**src/rtl/seq_mult_hs_if.sv**
```systemverilog
// Handshake bundle for the sequential multiplier: operand channel in, product channel out.
interface seq_mult_hs_if #(
    parameter int N = 8
);
    logic           in_valid;
    logic           in_ready;
    logic           in_signed;
    logic [N-1:0]   a;
    logic [N-1:0]   b;
    logic           out_valid;
    logic           out_ready;
    logic [2*N-1:0] out;

    modport master (
        output in_valid, in_signed, a, b, out_ready,
        input  in_ready, out_valid, out
    );

    modport slave (
        input  in_valid, in_signed, a, b, out_ready,
        output in_ready, out_valid, out
    );
endinterface

```
**src/rtl/seq_mult_hs.sv**
```systemverilog
// Sequential shift-add multiplier: one multiplier bit per clock, fixed N-cycle latency,
// signed or unsigned per transaction, valid/ready on both sides.
module seq_mult_hs #(
    parameter int N = 8
) (
    input  logic         clk,
    input  logic         rst_n,
    seq_mult_hs_if.slave bus
);
    localparam int CW = (N > 1) ? $clog2(N) : 1;

    typedef enum logic [1:0] {
        IDLE = 2'd0,
        RUN  = 2'd1,
        DONE = 2'd2
    } state_t;

    state_t           state_q, state_d;
    logic [CW-1:0]    cnt_q, cnt_d;
    logic [2*N:0]     acc_q, acc_d;
    logic [N-1:0]     mcand_q, mcand_d;
    logic [N-1:0]     mplier_q, mplier_d;
    logic             neg_q, neg_d;
    logic [2*N-1:0]   out_q, out_d;
    logic             out_valid_q, out_valid_d;

    logic             accept;
    logic [N-1:0]     a_mag;
    logic [N-1:0]     b_mag;
    logic [N:0]       upper_sum;
    logic [2*N:0]     acc_step;

    // A new transaction can enter when idle, or when the held result is leaving this edge.
    assign bus.in_ready  = (state_q == IDLE) | ((state_q == DONE) & bus.out_ready);
    assign accept        = bus.in_valid & bus.in_ready;
    assign bus.out       = out_q;
    assign bus.out_valid = out_valid_q;

    // Operand magnitudes; the most negative value maps onto 2^(N-1) as an unsigned N-bit number.
    always_comb begin
        a_mag = bus.a;
        b_mag = bus.b;
        if (bus.in_signed) begin
            if (bus.a[N-1]) a_mag = -bus.a;
            if (bus.b[N-1]) b_mag = -bus.b;
        end
    end

    // One shift-add iteration: conditionally add the multiplicand into the upper half, then shift.
    always_comb begin
        upper_sum = acc_q[2*N:N] + {1'b0, (mplier_q[0] ? mcand_q : {N{1'b0}})};
        acc_step  = {upper_sum, acc_q[N-1:0]} >> 1;
    end

    // Next-state and datapath control; an accept overrides whatever the current state would do.
    always_comb begin
        state_d     = state_q;
        cnt_d       = cnt_q;
        acc_d       = acc_q;
        mcand_d     = mcand_q;
        mplier_d    = mplier_q;
        neg_d       = neg_q;
        out_d       = out_q;
        out_valid_d = out_valid_q;

        case (state_q)
            IDLE: begin
                state_d = IDLE;
            end
            RUN: begin
                acc_d    = acc_step;
                mplier_d = mplier_q >> 1;
                cnt_d    = cnt_q + CW'(1);
                if (cnt_q == CW'(N - 1)) begin
                    out_d       = neg_q ? -acc_step[2*N-1:0] : acc_step[2*N-1:0];
                    out_valid_d = 1'b1;
                    state_d     = DONE;
                end
            end
            DONE: begin
                if (bus.out_ready) begin
                    out_valid_d = 1'b0;
                    state_d     = IDLE;
                end
            end
            default: begin
                state_d = IDLE;
            end
        endcase

        if (accept) begin
            state_d  = RUN;
            cnt_d    = '0;
            acc_d    = '0;
            mcand_d  = a_mag;
            mplier_d = b_mag;
            neg_d    = bus.in_signed & (bus.a[N-1] ^ bus.b[N-1]);
        end
    end

    // State and datapath registers; reset abandons any transaction in flight.
    always_ff @(posedge clk or negedge rst_n) begin
        if (!rst_n) begin
            state_q     <= IDLE;
            cnt_q       <= '0;
            acc_q       <= '0;
            mcand_q     <= '0;
            mplier_q    <= '0;
            neg_q       <= 1'b0;
            out_q       <= '0;
            out_valid_q <= 1'b0;
        end else begin
            state_q     <= state_d;
            cnt_q       <= cnt_d;
            acc_q       <= acc_d;
            mcand_q     <= mcand_d;
            mplier_q    <= mplier_d;
            neg_q       <= neg_d;
            out_q       <= out_d;
            out_valid_q <= out_valid_d;
        end
    end
endmodule
```
**src/flat_wrapper.sv**
```systemverilog
// flat-port wrapper written by rule: the top's interface ports become plain ports
module seq_mult_hs_flat 
#(
    parameter int N = 8
)
  (clk, rst_n, bus_in_valid, bus_in_signed, bus_a, bus_b, bus_out_ready, bus_in_ready, bus_out_valid, bus_out);
  seq_mult_hs_if #(.N(N)) bus_i ();
  input  logic clk;
  input  logic rst_n;
  input wire logic [$bits(bus_i.in_valid)-1:0] bus_in_valid;
  input wire logic [$bits(bus_i.in_signed)-1:0] bus_in_signed;
  input wire logic [$bits(bus_i.a)-1:0] bus_a;
  input wire logic [$bits(bus_i.b)-1:0] bus_b;
  input wire logic [$bits(bus_i.out_ready)-1:0] bus_out_ready;
  output wire logic [$bits(bus_i.in_ready)-1:0] bus_in_ready;
  output wire logic [$bits(bus_i.out_valid)-1:0] bus_out_valid;
  output wire logic [$bits(bus_i.out)-1:0] bus_out;
  assign bus_i.in_valid = bus_in_valid;
  assign bus_i.in_signed = bus_in_signed;
  assign bus_i.a = bus_a;
  assign bus_i.b = bus_b;
  assign bus_i.out_ready = bus_out_ready;
  assign bus_in_ready = bus_i.in_ready;
  assign bus_out_valid = bus_i.out_valid;
  assign bus_out = bus_i.out;
  seq_mult_hs #(.N(N)) u_core (.clk(clk), .rst_n(rst_n), .bus(bus_i));
endmodule
```
**config.mk**
```make
export PLATFORM = sky130hd
export DESIGN_NAME = seq_mult_hs_flat
export DESIGN_NICKNAME = d
export VERILOG_FILES = /design/src/rtl/seq_mult_hs_if.sv /design/src/rtl/seq_mult_hs.sv /design/src/flat_wrapper.sv
export SDC_FILE = /design/constraint.sdc
export NUM_CORES = 1
export LEC_CHECK = 0
export BUFFER_PORTS_ARGS = -buffer_cell sky130_fd_sc_hd__buf_2
export CORE_MARGIN = 10
export CORE_UTILIZATION = 42
export CTS_CLUSTER_DIAMETER = 30
export DETAILED_ROUTE_END_ITERATION = 7
export PLACE_DENSITY = 0.63
export SETUP_SLACK_MARGIN = 0.1
export SLEW_MARGIN = 10
export SYNTH_ARGS = -nofsm -noshare
export SYNTH_HDL_FRONTEND = slang
export SYNTH_SLANG_ARGS = --single-unit
export TNS_END_PERCENT = 20
```
**constraint.sdc**
```tcl
create_clock -name clk -period 4.1 [get_ports clk]
set_input_delay 0.205 -clock clk [delete_from_list [all_inputs] [get_ports clk]]
set_output_delay 0.205 -clock clk [all_outputs]
set_load 0.02 [all_outputs]
```
==> key figures <==
Yosys
  – Synth Warn #: 0
  – Largest cells by area after synthesis: dfrtp_1 42%, nand2_1 8.3%, o21ai_0 6.1%
  – Dominant cell type by area after synthesis: dfrtp_1
  – Mean area per synthesized cell: 8.85 um^2
  – FF+latch count, synth: 54
  – Top FF cell, synth: dfrtp_1
  – Mapped Area: 3200 um^2
  – Post-synthesis cell type count: 47
  – Synth Instances: 362
  – Number of enable flip-flop cells after synthesis: 0
  – Syn nets: 397
  – Top cell type's share of synthesized area: 0.422
  – Seq/Total Area, Yosys: 0.422
  – Post-synth ARST share: 1.00

Clock tree
  – Clk sink count: 54
  – CTS buffer count: 5
  – Root buffer cell: clkbuf_8
  – CTS tree: done
  – Max clock buf depth: 2
  – CTS clock-pin slew for the worst setup and hold paths: 0.10 ns
  – Worst skew pair latency: 0.31 ns
  – Cts repair resizes: 0
  – CTS H-Tree Depth: 2
  – Total setup buffers inserted after CTS: 0
  – CTS Hold Bufs: 0

Cells and area
  – Layout Cells excl Fill: 489
  – Final Instance Area: ~3500 um^2
  – Layout cells sized above 1: 0.141
  – Diode count: 0
  – Layout Area Growth over Synthesis: 10.7%
  – Fill count: 724
  – # nets final: 424
  – Post-layout util: 0.484

Power and ir drop
  – Final Power: 2.80 mW
  – Sequential cell fraction of total power: 0.338
  – Leakage: 1.63 nW
  – Peak supply drop: 0.238 mV
  – Clock power share: 0.115
  – NetSw: between 1 and 1.5 mW
  – Combinational power share: 0.547
  – Internal Power: 1.49 mW
  – Net Sw Frac: 0.467
  – PwrDens: 791 nW/um^2

Floorplanning
  – Row count: 31
  – Core area: ~7300 um^2
  – # IOs: 39
  – Die footprint: 11500 um^2
  – Starting Density: 0.437
  – Die Height: ~110 um
  – Die Span X: 107 um

Status
  – Failing checks: hold timing
  – Status: finished with violations

GRT
  – Tot GR Track Use: 0.122
  – Grt total ovfl: 0
  – Vias in the first global route: 2660
  – Pin count of the biggest net entering global routing: 55
  – Antenna violations before repair: 0
  – Global-route wire length before repair: around 12000 um

Worst setup path
  – CP Data Arrival Time: 3.30 ns
  – Critical path class: flop to flop
  – Worst Path Required: between 4 and 5 ns
  – Crit-path max FO: 9
  – Crit-path max cell delay: 0.53 ns
  – Cell Chain, Critical Path: and2_1, ha_1, fa_1, xnor2_1, nor4b_1, o221ai_1, o41ai_4, xnor2_1, o21ai_2
  – Crit. End Element: flop
  – CP most frequent cell: xnor2_1
  – CP max stage cell: nor4b_1
  – Crit start category: flop

Placed design
  – Post-detail-place hpwl: 5010 um
  – Pre-CTS setup slack: 1.03 ns
  – GPL Wtd Cong: 0.806
  – PortBufs: 38
  – DP Area: 3450 um^2
  – Placed cells: 481

Timing
  – Setup TNS: 0 ns
  – Crit path time final: around 3.1 ns
  – Slew headroom: 0.333
  – Setup ws final: a little under 1 ns
  – Max-slew violations: 0
  – Final hold violation count: 4
  – Worst Tran Pin Value: 0.998 ns
  – Unrepaired setup endpoints after global routing: false
  – F_max: 321 MHz
  – Hold slack final: -0.00435 ns
  – Part of the cycle the worst path needs: 0.760
  – Clock skew: between 0.008 and 0.009 ns
  – Setup-failing EPs final: 0

Detailed routing
  – Vias per cell: 5.33
  – Final wirelength: 6720 um
  – # DRC: 0
  – WL/cell: 13.7 um
  – Post-route ant nets: 0
  – DR vias: between 2000 and 3000
  – Iter 0 DRT Violations: 151
  – DR pass1 iterations: 4

Run
  – Max-cap violation count: 0

Min path
  – Worst min-delay path category: primary input to asynchronous set/reset pin
-- state kept, by name, summed over array words and instances (netlist names) --
| name | cells |
|---|---|
| u_core.bus.out | 16 |
| u_core.acc_q | 15 |
| u_core.mcand_q | 8 |
| u_core.mplier_q | 8 |
| u_core.cnt_q | 3 |
| u_core.state_q | 2 |
| u_core.bus.out_valid | 1 |
| u_core.neg_q | 1 |
-- routing by layer --
| layer | vias up | track usage | part of all wire |
|---|---|---|---|
| met2 | 68 | 0.206 | 0.44 |
| met5 | - | 0 | 0 |
| met3 | 9 | 0.0234 | 0.055 |
| li1 | 1327 | - | - |
| met1 | 1203 | 0.154 | 0.49 |
| met4 | 0 | 0.0353 | 0.015 |
-- placed cells by master (no fill, tap or decap), types with 2 or more instances in the layout --
cell type,instances
nor4b_1,2
xnor2_1,11
mux2i_1,3
o211a_1,2
o2111ai_1,3
nand2_1,71
a31oi_1,4
and2_1,9
a211oi_1,3
or3_1,5
a21oi_1,13
buf_2,38
nor4_1,2
dfrtp_1,54
o211ai_1,4
nor3_1,2
inv_1,11
a22oi_1,5
nand2b_1,4
and4_1,2
o21ai_2,2
ha_1,13
o21ai_0,39
clkbuf_8,6
or3b_1,5
o31ai_1,7
o221ai_1,2
nor2_1,15
xor2_1,14
nor2b_1,2
o21ai_1,3
buf_4,2
nand3_1,16
-- final cells by class --
cell class	count	area (um^2)	area share
multi-input cells	277	1730	0.487
repair buffers	40	205	0.0579
clock inverters	2	16.3	0.00459
well taps	99	124	0.0349
flip-flops and latches	54	1350	0.381
clock buffers	6	82.6	0.0233
inverters	11	41.3	0.0116
-- power by group through the flow --
stage	Clock, mW	Sequential, mW	Combinational (mW)
floorplan	0	0.984	1.17
global placement	0	0.948	1.52
detailed placement	0	0.961	1.54
CTS	0.333	0.949	1.55
global route	0.351	0.984	1.75
finish	0.323	0.947	1.53
-- synth_stat cells (all sizes together) (7+ instances only) --
master,count
nand2,71
dfrtp,54
o21ai,44
clkbuf,17
nand3,16
nor2,15
xor2,14
a21oi,13
ha,13
inv,11
xnor2,11
and2,10
o31ai,7
-- cells by family (layout without fill, tap and decap cells) --
family          after synthesis  after routing  share of synthesized area
fa+ha+maj                    14             14                     0.0570
flops                        54             54                      0.422
compound gates               96             96                      0.199
mux                           3              3                    0.00938
buf+inv                      31             59                     0.0395
xor+xnor                     25             25                     0.0684
simple gates                139            139                      0.205
-- final timing paths --
kind / endpoint / slack, ns / cells after the start / start
setup reg to reg: u_core.bus.out[14]$_DFFE_PN0P_ / 0.99 / 9 / u_core.mplier_q[0]$_DFFE_PN0P_
min in group clk: u_core.state_q[1]$_DFFE_PN0P_ / 0.14 / 4 / bus_out_ready
setup / recovery: u_core.bus.out[14]$_DFFE_PN0P_ / 0.99 / 9 / u_core.mplier_q[0]$_DFFE_PN0P_
hold reg to reg: u_core.bus.out[2]$_DFFE_PN0P_ / 0.48 / 2 / u_core.bus.out[2]$_DFFE_PN0P_
hold / removal: u_core.bus.out[13]$_DFFE_PN0P_ / -0.004 / 2 / rst_n
max in group asynchronous: u_core.bus.out[8]$_DFFE_PN0P_ / 3.63 / 2 / rst_n
-- worst max-delay path: cells and delay by family (launching register included) --
family	cells	cell delay (ns)
simple gates	2	0.70
compound gates	3	0.68
fa+ha+maj	2	0.68
xor+xnor	2	0.47
flops	1	0.45
Note: power is estimated with default switching activity, not from simulation.
